$ cat src/rtl/sipo_pkg.sv
// Shared types and constants for the serial-in/parallel-out frame receiver.
// Latency: none (declarations only).
// Backpressure: none (declarations only).
package sipo_pkg;

  localparam int DEFAULT_WIDTH = 8;

  // Holding register occupancy: EMPTY means out_valid=0, FULL means out_valid=1.
  typedef enum logic {
    HOLD_EMPTY = 1'b0,
    HOLD_FULL  = 1'b1
  } hold_state_t;

  // Counter width able to hold 0..width, so bit counters never truncate.
  function automatic int cnt_width(input int width);
    return $clog2(width + 1);
  endfunction

endpackage

$ cat src/rtl/sipo_shift_core.sv
// Shift register plus bit counter; emits the assembled word with a one-edge done pulse.
// Latency: word/done are combinational on the edge that samples the last bit.
// Backpressure: none; a frame completes whenever WIDTH bits are loaded, flush cancels it.
module sipo_shift_core
  import sipo_pkg::*;
#(
  parameter int  WIDTH     = DEFAULT_WIDTH,
  parameter bit  MSB_FIRST = 1'b1,
  localparam int CW        = cnt_width(WIDTH)
) (
  input  logic             clk,
  input  logic             rst,
  input  logic             load,
  input  logic             data_in,
  input  logic             flush,
  output logic [WIDTH-1:0] word,
  output logic             done,
  output logic [CW-1:0]    bit_cnt
);

  logic [WIDTH-1:0] sr;
  logic [WIDTH-1:0] sr_shift;
  logic             last_bit;

  // Next shift value; the completed word includes the bit sampled on this edge.
  always_comb begin
    sr_shift = '0;
    if (MSB_FIRST) sr_shift = {sr[WIDTH-2:0], data_in};
    else           sr_shift = {data_in, sr[WIDTH-1:1]};
  end

  assign last_bit = (bit_cnt == CW'(WIDTH - 1));
  assign done     = load && !flush && last_bit;
  assign word     = sr_shift;

  // Shift and count; flush wins over load, the counter wraps on the last bit.
  always_ff @(posedge clk) begin
    if (rst) begin
      sr      <= '0;
      bit_cnt <= '0;
    end else if (flush) begin
      sr      <= '0;
      bit_cnt <= '0;
    end else if (load) begin
      sr      <= sr_shift;
      bit_cnt <= last_bit ? '0 : bit_cnt + CW'(1);
    end
  end

endmodule

$ cat src/rtl/sipo_frame_rx.sv
// Serial frame receiver: assembles WIDTH bits and presents each word in a one-entry holding register.
// Latency: data_out/out_valid update on the edge that samples the last bit of a frame.
// Backpressure: out_ready drains the holder; a word completing while the holder stays full is dropped and sets sticky overrun.
module sipo_frame_rx
  import sipo_pkg::*;
#(
  parameter int  WIDTH     = DEFAULT_WIDTH,
  parameter bit  MSB_FIRST = 1'b1,
  localparam int CW        = cnt_width(WIDTH)
) (
  input  logic             clk,
  input  logic             rst,
  input  logic             load,
  input  logic             data_in,
  input  logic             flush,
  output logic [WIDTH-1:0] data_out,
  output logic             out_valid,
  input  logic             out_ready,
  output logic             overrun,
  output logic [CW-1:0]    bit_cnt
);

  logic [WIDTH-1:0] word;
  logic             done;
  hold_state_t      state;
  hold_state_t      state_next;
  logic [WIDTH-1:0] data_next;
  logic             overrun_next;

  sipo_shift_core #(
    .WIDTH     (WIDTH),
    .MSB_FIRST (MSB_FIRST)
  ) u_core (
    .clk     (clk),
    .rst     (rst),
    .load    (load),
    .data_in (data_in),
    .flush   (flush),
    .word    (word),
    .done    (done),
    .bit_cnt (bit_cnt)
  );

  assign out_valid = (state == HOLD_FULL);

  // Holding register transitions; a same-edge consume lets a new word replace the old one.
  always_comb begin
    state_next   = state;
    data_next    = data_out;
    overrun_next = overrun;
    case (state)
      HOLD_EMPTY: begin
        if (done) begin
          state_next = HOLD_FULL;
          data_next  = word;
        end
      end
      HOLD_FULL: begin
        if (done && out_ready) begin
          data_next = word;
        end else if (done) begin
          overrun_next = 1'b1;
        end else if (out_ready) begin
          state_next = HOLD_EMPTY;
        end
      end
      default: state_next = HOLD_EMPTY;
    endcase
  end

  // Holding register, occupancy and sticky overrun flag; only rst clears overrun.
  always_ff @(posedge clk) begin
    if (rst) begin
      state    <= HOLD_EMPTY;
      data_out <= '0;
      overrun  <= 1'b0;
    end else begin
      state    <= state_next;
      data_out <= data_next;
      overrun  <= overrun_next;
    end
  end

endmodule

$ cat config.mk
export PLATFORM = sky130hd
export DESIGN_NAME = sipo_frame_rx
export DESIGN_NICKNAME = d
export VERILOG_FILES = /design/src/rtl/sipo_pkg.sv /design/src/rtl/sipo_shift_core.sv /design/src/rtl/sipo_frame_rx.sv
export SDC_FILE = /design/constraint.sdc
export NUM_CORES = 1
export LEC_CHECK = 0
export CAP_MARGIN = 5
export CORE_MARGIN = 5
export CORE_UTILIZATION = 48
export DETAILED_ROUTE_END_ITERATION = 6
export PLACE_DENSITY_LB_ADDON = 0.25
export SYNTH_ARGS = -nofsm -noshare
export SYNTH_HDL_FRONTEND = slang
export SYNTH_SLANG_ARGS = --single-unit
$ cat constraint.sdc
create_clock -name clk -period 1.65 [get_ports clk]
set_input_delay 0.33 -clock clk [delete_from_list [all_inputs] [get_ports clk]]
set_output_delay 0.33 -clock clk [all_outputs]
set_load 0.005 [all_outputs]
==> results.json <==
{
  "holdWs_ns": 0.4768,
  "vias_per_cell": 4.652,
  "grt_usage": 0.1294,
  "r2r_setup_slack_ns": 0.20,
  "fin_crit_ns": 1.573,
  "first_global_vias": 637,
  "ys_seq_area_frac": 0.4654,
  "path_buf_inv": 1,
  "fmaxAchievable_ghz": 0.6357,
  "grt_max_degree": 20,
  "relSlewSlack": 0.7563,
  "place.gp.congestion": 0.7374,
  "ys_types": 22,
  "fp.coreArea_sq_um": 1764,
  "drc": 0,
  "place_area_sq_um": 1146,
  "cp.arrival_ns": 1.24,
  "cts_setup_buffers": 0,
  "design_area_sq_um": 1176,
  "critPathLaunchType": "flop",
  "start_util": 0.5121,
  "num-fill-cells": 163,
  "rsz0062_at_grt": "false",
  "path_class": "flop to primary output",
  "synth_warnings": 0,
  "min_period_over_period": 0.9533,
  "dieArea_sq_um": 2849,
  "grt_overflow": 0,
  "num_vias": 628,
  "syn_inst": 87,
  "synth_area_sq_um": 903.4,
  "r2r-end": "data_out[3]$_SDFFE_PP0P_",
  "synth_top_cell_area_share": 0.4654,
  "ys_ff_latch": 21,
  "htreeDepth": 1,
  "yosys-top-cells-count": "dfxtp_1, nand2b_1, mux2i_1",
  "nets": 118,
  "crit_required_ns": 1.32,
  "worst_pin_slew_ns": 0.3655,
  "synth_edf_count": 0,
  "leakage_uw": 0.0004131,
  "ff_latch_area_sq_um": 422.9,
  "r2r-start": "u_core.bit_cnt[1]$_SDFFE_PP0P_",
  "netSwitchingFraction": 0.2164,
  "ys.flop_type": "dfxtp_1",
  "pre_cts_ws_ns": -0.02900,
  "worst-path-stages": 1,
  "power_density_nw_per_um2": 684.0,
  "setup_viol": 0,
  "cts_buffers": 3,
  "critical-path-slowest-cell": "clkdlybuf4s50_1",
  "fp.dieW_microns": 53.38,
  "power_uw": 804.5,
  "maxCapViolations": 0,
  "clock_path_buffers": 2,
  "internal_power_uw": 630.4,
  "first_iter_violations": 4,
  "post-dp-hpwl_microns": 1178,
  "cts_tree": "built",
  "root_buffer": "clkbuf_4",
  "worstPathCellList": "clkdlybuf4s50_1",
  "async_flop_share": 0,
  "critPathTopFamily": "buffers and inverters",
  "io_buffers": 19,
  "crit_path_max_fanout": 4,
  "die_y_microns": 53.38,
  "setup_slack_ns": 0.07699,
  "antenna_found_initial": 0,
  "crit_end": "bit_cnt[2]",
  "multi_input_area_sq_um": 450.4,
  "cp_slowest_stage_delay_ns": 0.54,
  "io_pins": 20,
  "first_pass_iters": 4,
  "ir_drop_uv": 481.2,
  "switching_power_uw": 174.1,
  "outcome": "complete, no violations",
  "seqPwrFrac": 0.636,
  "p_clk_frac": 0.298,
  "crit_start": "u_core.bit_cnt[2]$_SDFFE_PP0P_",
  "yosysMostFrequentCell": "dfxtp_1",
  "syn_nets": 94,
  "clock-sinks": 21,
  "synth_area_leaders": "dfxtp_1, mux2i_1, nand2b_1",
  "ant_nets": 0,
  "wire_per_inst_microns": 11.26,
  "r2r_cells": 5,
  "antenna_cells": 0,
  "finalHoldViolations": 0,
  "num_rows": 15,
  "slew_viol_final": 0,
  "synth_top_cell_by_area": "dfxtp_1",
  "insertion_delay_ns": 0.30,
  "combinationalPowerShare": 0.065,
  "area_growth_pct": 30.19,
  "setup.worst_path.end_class": "primary output",
  "hp-class": "flop to flop",
  "avgSynthCellArea_sq_um": 10.38,
  "wl_microns": 1520,
  "path_clk_slew_ns": 0.11,
  "clock_skew_ns": 0.0009292,
  "layout-drive-gt1-share": 0.1455,
  "grt_pass1_wl_microns": 2622
}
sequential cells by signal (all words and copies together) (netlist names):
name            flops
overrun             1
u_core.sr           7
data_out            8
out_valid           1
u_core.bit_cnt      4
layout make-up:
class,count,area share
repair buffers,24,0.2043
inverters,1,0.003191
clock buffers,3,0.01915
well taps,25,0.02660
clock inverters,1,0.004255
flip-flops and latches,21,0.3596
multi-input cells,60,0.3830
power by group through the flow:
stage / sequential [uW] / combinational (uW) / clock, uW
after global placement: 523 / 52.2 / 0
final: 512 / 52.5 / 240
after global routing: 513 / 57.1 / 278
after floorplan: 523 / 30.0 / 0
after detailed placement: 523 / 52.8 / 0
after CTS: 512 / 53.1 / 253
through the flow:
stage | TNS [ns] | std cells | util
6_report | 0 | 135 | 0.6667
5_1_grt | 0 | 135 | 0.6667
4_1_cts | 0 | 135 | 0.6660
3_5_place_dp | -0.05891 | 131 | 0.6496
3_3_place_gp | 0 | 131 | 0.6496
2_1_floorplan | 0 | 87 | -
what timing repair did:
item | CTS | global route
resized for setup | 1 | 1
setup endpoints to repair | 1 | 1
hold buffers | 0 | 0
worst min-delay path by stage:
stage / from / endpoint / slack (ns) / cells past startpoint
6_report: data_out[6]$_SDFFE_PP0P_ / data_out[6]$_SDFFE_PP0P_ / 0.48 / 2
5_1_grt: data_out[4]$_SDFFE_PP0P_ / data_out[4]$_SDFFE_PP0P_ / 0.50 / 2
4_1_cts: data_out[6]$_SDFFE_PP0P_ / data_out[6]$_SDFFE_PP0P_ / 0.48 / 2
3_5_place_dp: data_out[0]$_SDFFE_PP0P_ / data_out[0]$_SDFFE_PP0P_ / 0.46 / 2
3_3_place_gp: overrun$_SDFFE_PP0P_ / overrun$_SDFFE_PP0P_ / 0.46 / 2
2_1_floorplan: u_core.sr[6]$_SDFFE_PP0P_ / data_out[7]$_SDFFE_PP0P_ / 0.45 / 2
metal layers:
metal	global-route usage	up-vias	routed length (microns)
met2	0.2122	16	682
met5	0	-	0
met4	0.08936	0	51
met1	0.1485	272	721
li1	-	334	-
met3	0.02535	6	65
cells by family after synthesis:
group                    count (synthesis)  synth area share
adder cells (fa/ha/maj)                  1           0.01385
flip-flops                              21            0.4654
multiplexers                            16            0.1773
AO/OA/AOI/OAI                            5           0.03600
AND/OR/NAND/NOR                         37            0.2618
buffers and inverters                    6           0.03601
XOR/XNOR                                 1          0.009697
cells in the final DEF (no fill, tap or decap), drive strengths merged, types with 2 or more instances in the layout:
master and instances:
clkdlybuf4s50 19, or3 2, a21oi 3, nor2 9, nand2b 20, dfxtp 21
clkbuf 3, mux2i 16, buf 5, nand2 2
Note: power is estimated with default switching activity, not from simulation.
